## src/rtl/div_share_ctrl.sv

```systemverilog
// div_share_ctrl: shares one multi-cycle 32-bit unsigned divider between
// NREQ requesters. Requests are granted round-robin. Signed DIV/REM are turned
// into magnitude division, and the signs are restored afterwards.
// Divide-by-zero and signed overflow are answered without using the divider.
// Optional feature macro: DIV_SHARE_CACHE_EN. When it is defined, a one-entry
// cache holds the last divider result, keyed by a, b and signedness.
//
// Handshakes:
//  - Request: requester i transfers on a rising edge where req_valid[i] and
//    req_ready[i] are both high. req_ready is one-hot and only high in IDLE.
//  - Response: rsp_valid stays high, with rsp_id and rsp_data held, until a
//    rising edge where rsp_ready is high.
//  - Divider: div_start is high for one cycle. The divider drops div_ready
//    while busy and raises it when the quotient and remainder are valid.
module div_share_ctrl #(
  parameter int NREQ = 4,
  parameter int IDW  = 2
) (
  input  logic                 clk,
  input  logic                 rst_n,
  input  logic [NREQ-1:0]      req_valid,
  output logic [NREQ-1:0]      req_ready,
  input  logic [2*NREQ-1:0]    req_op,
  input  logic [32*NREQ-1:0]   req_a,
  input  logic [32*NREQ-1:0]   req_b,
  output logic                 rsp_valid,
  input  logic                 rsp_ready,
  output logic [IDW-1:0]       rsp_id,
  output logic [31:0]          rsp_data,
  output logic                 div_start,
  output logic [31:0]          div_dividend,
  output logic [31:0]          div_divisor,
  input  logic                 div_ready,
  input  logic [31:0]          div_quot,
  input  logic [31:0]          div_rem,
  output logic [2:0]           dbg_state
);

  typedef enum logic [2:0] {
    S_IDLE    = 3'd0,
    S_START   = 3'd1,
    S_WAIT_LO = 3'd2,
    S_WAIT_HI = 3'd3,
    S_FIX     = 3'd4,
    S_RESP    = 3'd5
  } state_t;

  state_t          r_state;
  logic [IDW-1:0]  r_rr_ptr;
  logic [IDW-1:0]  r_rsp_id;
  logic [31:0]     r_rsp_data;
  logic            r_rsp_valid;
  logic            r_div_start;
  logic [31:0]     r_div_dividend;
  logic [31:0]     r_div_divisor;
  logic [1:0]      r_op;
  logic            r_neg_q;
  logic            r_neg_r;
  logic [31:0]     r_quot;
  logic [31:0]     r_rem;
  logic            r_wait_cnt;

  logic            w_any;
  logic [IDW-1:0]  w_grant;
  logic [1:0]      w_sel_op;
  logic [31:0]     w_sel_a;
  logic [31:0]     w_sel_b;
  logic            w_signed;
  logic [31:0]     w_mag_a;
  logic [31:0]     w_mag_b;
  logic            w_neg_q;
  logic            w_neg_r;
  logic            w_div0;
  logic            w_ovf;
  logic [31:0]     w_byp_data;
  logic            w_hit;
  logic [31:0]     w_hit_data;

  // Select the quotient or the remainder. Negate it only for signed ops.
  // Ops 0 and 2 are the signed ops, so bit 0 clear means signed.
  function automatic logic [31:0] fix_result(input logic [1:0] op,
                                             input logic nq, input logic nr,
                                             input logic [31:0] q,
                                             input logic [31:0] r);
    logic [31:0] res;
    if (op[1]) res = (nr && !op[0]) ? (32'd0 - r) : r;
    else       res = (nq && !op[0]) ? (32'd0 - q) : q;
    return res;
  endfunction

  // Round-robin search: take the first valid index at or after r_rr_ptr.
  always_comb begin
    logic [IDW:0] s;
    w_any   = 1'b0;
    w_grant = r_rr_ptr;
    s       = '0;
    for (int i = 0; i < NREQ; i++) begin
      s = {1'b0, r_rr_ptr} + (IDW+1)'(i);
      if (s >= (IDW+1)'(NREQ)) s = s - (IDW+1)'(NREQ);
      if (!w_any && req_valid[s[IDW-1:0]]) begin
        w_any   = 1'b1;
        w_grant = s[IDW-1:0];
      end
    end
  end

  // One-hot accept. It is only offered in IDLE, so accepts never overlap a job.
  always_comb begin
    req_ready = '0;
    if (r_state == S_IDLE && w_any) req_ready[w_grant] = 1'b1;
  end

  assign w_sel_op = req_op[{w_grant, 1'b0} +: 2];
  assign w_sel_a  = req_a[{w_grant, 5'd0} +: 32];
  assign w_sel_b  = req_b[{w_grant, 5'd0} +: 32];
  assign w_signed = ~w_sel_op[0];
  assign w_mag_a  = (w_signed && w_sel_a[31]) ? (32'd0 - w_sel_a) : w_sel_a;
  assign w_mag_b  = (w_signed && w_sel_b[31]) ? (32'd0 - w_sel_b) : w_sel_b;
  assign w_neg_q  = w_sel_a[31] ^ w_sel_b[31];
  assign w_neg_r  = w_sel_a[31];
  assign w_div0   = (w_sel_b == 32'd0);
  assign w_ovf    = w_signed && (w_sel_a == 32'h8000_0000) &&
                    (w_sel_b == 32'hFFFF_FFFF);
  assign w_byp_data = w_div0 ? (w_sel_op[1] ? w_sel_a : 32'hFFFF_FFFF)
                             : (w_sel_op[1] ? 32'd0 : 32'h8000_0000);

`ifdef DIV_SHARE_CACHE_EN
  logic            r_c_valid;
  logic [31:0]     r_c_a;
  logic [31:0]     r_c_b;
  logic            r_c_signed;
  logic [31:0]     r_c_quot;
  logic [31:0]     r_c_rem;
  logic [31:0]     r_a;
  logic [31:0]     r_b;

  assign w_hit = r_c_valid && (r_c_a == w_sel_a) && (r_c_b == w_sel_b) &&
                 (r_c_signed == w_signed);
  assign w_hit_data = fix_result(w_sel_op, w_neg_q, w_neg_r, r_c_quot, r_c_rem);

  // Cache entry: it is filled only from real divider runs and cleared by reset.
  always_ff @(posedge clk or negedge rst_n) begin
    if (!rst_n) begin
      r_c_valid  <= 1'b0;
      r_c_a      <= '0;
      r_c_b      <= '0;
      r_c_signed <= 1'b0;
      r_c_quot   <= '0;
      r_c_rem    <= '0;
      r_a        <= '0;
      r_b        <= '0;
    end else begin
      if (r_state == S_IDLE && w_any) begin
        r_a <= w_sel_a;
        r_b <= w_sel_b;
      end
      if (r_state == S_WAIT_HI && div_ready) begin
        r_c_valid  <= 1'b1;
        r_c_a      <= r_a;
        r_c_b      <= r_b;
        r_c_signed <= ~r_op[0];
        r_c_quot   <= div_quot;
        r_c_rem    <= div_rem;
      end
    end
  end
`else
  assign w_hit      = 1'b0;
  assign w_hit_data = '0;
`endif

  // Main sequencer. All outputs are registered and change only on state transitions.
  always_ff @(posedge clk or negedge rst_n) begin
    if (!rst_n) begin
      r_state        <= S_IDLE;
      r_rr_ptr       <= '0;
      r_rsp_id       <= '0;
      r_rsp_data     <= '0;
      r_rsp_valid    <= 1'b0;
      r_div_start    <= 1'b0;
      r_div_dividend <= '0;
      r_div_divisor  <= '0;
      r_op           <= '0;
      r_neg_q        <= 1'b0;
      r_neg_r        <= 1'b0;
      r_quot         <= '0;
      r_rem          <= '0;
      r_wait_cnt     <= 1'b0;
    end else begin
      case (r_state)
        S_IDLE: begin
          if (w_any) begin
            r_rsp_id <= w_grant;
            r_op     <= w_sel_op;
            r_neg_q  <= w_neg_q;
            r_neg_r  <= w_neg_r;
            r_rr_ptr <= (w_grant == IDW'(NREQ-1)) ? '0 : IDW'(w_grant + 1'b1);
            if (w_div0 || w_ovf) begin
              r_rsp_data  <= w_byp_data;
              r_rsp_valid <= 1'b1;
              r_state     <= S_RESP;
            end else if (w_hit) begin
              r_rsp_data  <= w_hit_data;
              r_rsp_valid <= 1'b1;
              r_state     <= S_RESP;
            end else begin
              r_div_dividend <= w_mag_a;
              r_div_divisor  <= w_mag_b;
              r_div_start    <= 1'b1;
              r_state        <= S_START;
            end
          end
        end
        S_START: begin
          r_div_start <= 1'b0;
          r_wait_cnt  <= 1'b0;
          r_state     <= S_WAIT_LO;
        end
        S_WAIT_LO: begin
          // If the divider stays idle for two cycles, it missed the start pulse.
          if (!div_ready) begin
            r_state <= S_WAIT_HI;
          end else if (r_wait_cnt) begin
            r_div_start <= 1'b1;
            r_state     <= S_START;
          end else begin
            r_wait_cnt <= 1'b1;
          end
        end
        S_WAIT_HI: begin
          if (div_ready) begin
            r_quot  <= div_quot;
            r_rem   <= div_rem;
            r_state <= S_FIX;
          end
        end
        S_FIX: begin
          r_rsp_data  <= fix_result(r_op, r_neg_q, r_neg_r, r_quot, r_rem);
          r_rsp_valid <= 1'b1;
          r_state     <= S_RESP;
        end
        S_RESP: begin
          if (rsp_ready) begin
            r_rsp_valid <= 1'b0;
            r_state     <= S_IDLE;
          end
        end
        default: r_state <= S_IDLE;
      endcase
    end
  end

  assign rsp_valid    = r_rsp_valid;
  assign rsp_id       = r_rsp_id;
  assign rsp_data     = r_rsp_data;
  assign div_start    = r_div_start;
  assign div_dividend = r_div_dividend;
  assign div_divisor  = r_div_divisor;
  assign dbg_state    = r_state;

endmodule

```

## config.mk

```make
export PLATFORM = sky130hd
export DESIGN_NAME = div_share_ctrl
export DESIGN_NICKNAME = d
export VERILOG_FILES = /design/src/rtl/div_share_ctrl.sv
export SDC_FILE = /design/constraint.sdc
export NUM_CORES = 1
export LEC_CHECK = 0
export ABC_CLOCK_PERIOD_IN_PS = 5600
export CAP_MARGIN = 20
export CORE_AREA = 2 2 170 172
export CTS_BUF_LIST = sky130_fd_sc_hd__clkbuf_16
export CTS_CLUSTER_DIAMETER = 150
export DETAILED_ROUTE_END_ITERATION = 6
export DIE_AREA = 0 0 172 174
export PLACE_DENSITY = 0.79
export SYNTH_ARGS = -nofsm -noshare
export SYNTH_HDL_FRONTEND = slang
export SYNTH_SLANG_ARGS = --single-unit
export TNS_END_PERCENT = 30
```

## constraint.sdc

```tcl
create_clock -name clk -period 5.6 [get_ports clk]
set_clock_uncertainty 0.05 [all_clocks]
set_input_delay 0.84 -clock clk [delete_from_list [all_inputs] [get_ports clk]]
set_output_delay 0.84 -clock clk [all_outputs]
set_load 0.01 [all_outputs]
```

Word-level counts from Yosys, hierarchy flattened. Cells that the tools add are included.

Logic and storage cells: 141. Input bits: 336. Bits in registers: 174. Output and inout bits: 107.

Multiplexer cells: 53. Bitwise operators: 3. $add $sub $neg: 12. Reduce and logical (&&, ||, !) cells: 30. Order comparisons: 10. Equality and inequality tests: 16. Shifts and indexed selects: 3.

Operators by type and width (number): $mux W32 (10); $shiftx A128 B8 Y32 (2); $sub A1 B32 Y32 const A (4); $eq A32 B32 Y1 const B (2); $pmux W32 S2 (1); $logic_not A32 Y1 (1); $mux W2 (9); $mux W3 (6); $pmux W3 S6 (1); $mux W1 (17); $lt A2 B3 Y1 const B (5); $ne A2 B2 Y1 const B (6); $logic_and A1 B1 Y1 (11); $ge A3 B3 Y1 const B (3); $bmux W1 S2 (4); $reduce_and A4 Y1 (2); $shiftx A8 B4 Y2 (1); $sub A2 B1 Y2 const B (4); $add A2 B2 Y3 const B (2); $eq A3 B2 Y1 const B (2); $eq A3 B3 Y1 const B (2); $pmux W1 S3 (2); $reduce_and A2 Y1 (3); $reduce_and A3 Y1 (2); 19 further kinds (25).

Depth between registers and ports, before layout.
Depth after elaboration: 22. Gate-level depth with buffers: 23. Gate-level depth less buffers: 14.

Least setup slack after synthesis. OpenSTA, ideal clock, no wires.

Path kind: in2reg. Start: input port req_valid[0]. End: register r_div_dividend[0], in the netlist div_dividend[0]. Arrival: 4957 ps. Library setup time: 125 ps. Required time: 5425 ps. Stages: 23. Path slack: 468 ps. Path buffers: 9. Cells stage by stage: nor2b_1 > o21bai_2 > and3_1 > buf_6 > inv_6 > buf_12 > buf_12 > buf_12 > buf_12 > buf_12 > mux4_2 > inv_1 > ha_1 > o31ai_1 > nor4b_2 > and3_1 > clkbuf_1 > and4_1 > buf_2 > a31o_2 > nor2_2 > buf_6 > mux2_4.

Cells in the longest elaborated chain, start to end: 19. Elaborated cells between the ends (all ways): 37. Those cells by class: 1 x add/sub; 2 x eq/ne; 3 x shift; 17 x mux; 2 x bitwise; 12 x reduce/logical.

RTL lines: from (decl) (RTL line 21) `input logic [NREQ-1:0] req_valid,`; $bmux W1 S2 (RTL line 100) `if (!w_any && req_valid[s[IDW-1:0]]) begin`; $mux W1 (implied by the code) (RTL line 100); $mux W1 (RTL line 100); $logic_not A1 Y1 (RTL line 100); $logic_and A1 B1 Y1 (RTL line 100); $mux W1 (RTL line 100); $logic_not A1 Y1 (RTL line 100); $logic_and A1 B1 Y1 (RTL line 100); $mux W1 (RTL line 100); $logic_not A1 Y1 (RTL line 100); $logic_and A1 B1 Y1 (RTL line 100); $mux W2 * (RTL line 100); net w_grant[0] (RTL line 64) `logic [IDW-1:0] w_grant;`; parallel branches: the longest is 7 deep, another holds $sub A1 B32 Y32; to (signal assigned) (RTL line 207) `r_div_dividend <= w_mag_a;`; to (decl) (RTL line 54) `logic [31:0] r_div_dividend;`.

Mark *: on every way through the listed nets, which the timed path passes. The select of a mux whose other input is x is not followed. A chain may end at the register's enable or synchronous reset.

Worst setup path in the final report.
Start: input port req_valid[3]. End: register r_div_divisor[0], in the netlist div_divisor[0].

Cells in the longest elaborated chain, start to end: 19. Elaborated cells between the ends (all ways): 37. Those cells by class: 1 x add/sub; 2 x eq/ne; 3 x shift; 17 x mux; 2 x bitwise; 12 x reduce/logical.

RTL lines: parallel branches: the longest is 19 deep, another holds $bmux W1 S2; to (signal assigned) (RTL line 208) `r_div_divisor <= w_mag_b;`; to (decl) (RTL line 55) `logic [31:0] r_div_divisor;`.

Several ways; the timed one is not identified. The select of a mux whose other input is x is not followed.

==> impl_results.md <==
- Total die area: between 20000 and 30000 µm²
- Die X-Extent: 172 µm
- Core footprint: 28200 µm²
- Number of flops mapped to enable cells by yosys: 0
- Instance area at placement: 17300 µm²
- Final-layout worst hold slack: approximately 0.34 ns
- Number of non-filler instances in the completed layout: 1961
- Startpoint type of the worst setup path: primary input
- Number of nets produced by synthesis: 1466
- Starting DRT DRC Count: 740
- Final hold viol count: 0
- I/O Buffers: 442
- Synthesis warning total: 0
- Total setup buffers inserted after CTS: 0
- Number of vias per cell after detailed routing: between 5 and 6
- Slew Viols, Final: 0
- Vias in the first global route: 11300
- Final routed wirelength across all metal layers: 45700 µm
- Maximum vdd ir drop: roughly 0.29 mV
- Std-Cell Rows: 62
- Netlist Area Pre-Place: 12500 µm²
- Initial antenna violation count: 6
- Top library cells by usage in the layout, fill and taps aside: clkdlybuf4s50_1 (441), dfrtp_1 (174), mux2_2 (99)
- CP max FO: 32
- Required arrival time at the worst endpoint: between 5 and 6 ns
- Fraction of the cycle the final worst path needs: between 80% and 90%
- Register clock-pin slew on the reported worst setup and hold paths: approximately 0.080 ns
- Synthesized instance count: 1121
- Initial Util: 44.2%
- Number of buffers and inverters on the critical path: 4
- Async set-or-reset flop fraction in the synthesized netlist: 100%
- Bufs on Longest Clock Path: 2
- Power density of the placed cells: approximately 550 nW/µm²
- Yosys top cell by area: dfrtp_1
- Worst stage delay on the critical path: 0.69 ns
- Outcome: complete, no violations
- Summed negative setup slack over all endpoints: 0 ns
- CTS tree: built
- TritonCTS buffer count: 17
- DP Cell Count: 1922
- Max-slew headroom at the worst pin: between 20% and 30%
- Fillers: 2296
- Setup repair after global routing missed its margin: false
- Resize count post-CTS: 0
- Fraction of layout cells with a size suffix above 1: 19.7%
- Number of clock sinks: 174
- H-tree levels: 4
- Critical path's slowest cell: nor2_4
- Top area cells in the synthesized netlist: dfrtp_1 (35%), mux2_2 (8.9%), mux4_2 (8.8%)
- Delay-heaviest family, CP: simple AND/OR/NAND/NOR gates
- Layout Utilization: 63.7%
- Setup Slack @ Placement: 0.167 ns
- Static power due to leakage: around 7.1 nW
- Post-synth top area share: 34.9%
- Pin count of the biggest net entering global routing: 67
- Most frequent standard cell in the layout excluding fill and tap cells: clkdlybuf4s50_1
- Slack of the worst reg-to-reg path: 1.10 ns
- DRC violation count after routing: 0
- Predominant post-synthesis flop cell: dfrtp_1
- Final Critical Period: between 5 and 6 ns
- Number of setup violations in the final report: 0
- Crit path capture type: flop
- Worst endpoint data arrival time: 5.30 ns
- Synth cell types: 72
- Number of detailed-route iterations in the first pass: 5
- DP HPWL: 36900 µm
- Final non-filler cell area: 18000 µm²
- Total routing usage reported by global routing: a little under a third
- Global-route wire length before repair: slightly below 70000 µm
- Antenna-violating nets left: 0
- Total grt overflow: 0
- Die Y-Extent: 174 µm
- Upper clock frequency limit: about 200 MHz
- Flops & latches, synth: 174
- Clk Tree Root Cell: clkbuf_16
- Detailed-route wire length per cell: approximately 23 µm
- Critical path class: primary input to flop
- Latest clock arrival within the worst-skew pair: 0.44 ns
- Synthesized area per cell: 11.1 µm²
- Cell-by-cell listing of the critical path: clkdlybuf4s50_1 > and3b_1 > a2111oi_0 > or2_4 > buf_4 > mux4_2 > inv_1 > ha_1 > o31ai_1 > nor4_2 > nand3_1 > nor2_1 > a31o_2 > nor2_4 > buf_12 > mux2_1
- Count of max-cap constraint violations: 0
- Net total in the final layout: 1902
- I/O pin count: 443
- Crit path setup slack, layout: between 0.5 and 0.6 ns
- Gp weighted congestion: 0.976
- Fraction of the yosys area taken by sequential cells: 34.9%
- Hold_buf cts: 0
- Slew at the pin with the worst max-slew slack: between 1 and 1.5 ns
- Via count: ~11000
- Class of the tightest hold or removal check: primary input to asynchronous set/reset pin
- Synth-to-layout area growth: 44.1%
- Total Power: 9.96 mW
==> cell families (layout without fill, tap and decap cells) <==
family | count (synthesis) | count (layout) | share of synthesized area (%)
and+or+nand+nor | 295 | 295 | 12.7
muxes | 229 | 229 | 28.7
AOI/OAI and AO/OA | 206 | 206 | 10.4
DFF | 174 | 174 | 34.9
xor gates and xnor gates | 116 | 116 | 8.15
buffers and inverters | 92 | 541 | 4.26
adders and majority gates | 9 | 9 | 0.903
other | 0 | 7 | 0
==> worst reg2reg max path, delay by kind of cell (launching register included) <==
family / cells / cell delay [ns]
simple gates: 6 / 1.45
compound gates: 3 / 0.74
mux: 2 / 0.75
fa+ha+maj: 1 / 0.19
buf+inv: 3 / 0.75
flops: 1 / 0.46
==> registers in the layout (all words and copies together), names as in the netlist <==
signal / flops
div_dividend: 32
div_divisor: 32
r_quot: 32
r_rem: 32
rsp_data: 32
dbg_state: 3
r_op: 2
r_rr_ptr: 2
rsp_id: 2
div_start: 1
r_neg_q: 1
r_neg_r: 1
r_wait_cnt: 1
rsp_valid: 1
==> area by class of cell <==
cell class	count	area (µm²)	area share (%)
Clock buffer	17	425	2.37
Tap cell	384	480	2.67
Timing Repair Buffer	484	4800	26.7
Clock inverter	15	193	1.07
Inverter	25	98.8	0.550
Sequential cell	174	4350	24.2
Multi-Input combinational cell	855	7600	42.3
Antenna cell	7	17.5	0.0974
==> cells in the mapped netlist (all sizes together) (24+ instances only) <==
master  instances
nor2           87
inv            25
mux2          161
xor2           48
xnor2          68
nand2          58
mux4           64
dfrtp         174
a21oi          42
o21ai          73
clkbuf         37
buf            30
o31ai          24
==> report_power, final <==
part,switching [mW],internal (mW)
logic,2.97,3.21
registers,0.637,1.91
clock network,0.589,0.645
total,4.20,5.76
==> final timing paths <==
check / to / from / cells past startpoint
worst max-delay path: div_divisor[0] / req_valid[3] / 16
max in group asynchronous: rsp_data[20] / rst_n / 2
min in group clk: rsp_id[1] / rsp_id[1] / 2
worst max register to register: div_divisor[0] / r_rr_ptr[1] / 15
worst min-delay path: r_rem[9] / rst_n / 1
worst min register to register: rsp_id[1] / rsp_id[1] / 2
==> routing by layer <==
metal	share of wire [%]	wire (µm)	up-vias	GRT usage (%)
met5	0.17	79	-	1.84
met4	3.3	1530	2	10.7
met3	9.4	4300	96	8.58
met2	46	20800	524	46.7
met1	41	18900	5574	40.7
li1	-	-	5083	-
Note: power is estimated with default switching activity, not from simulation.
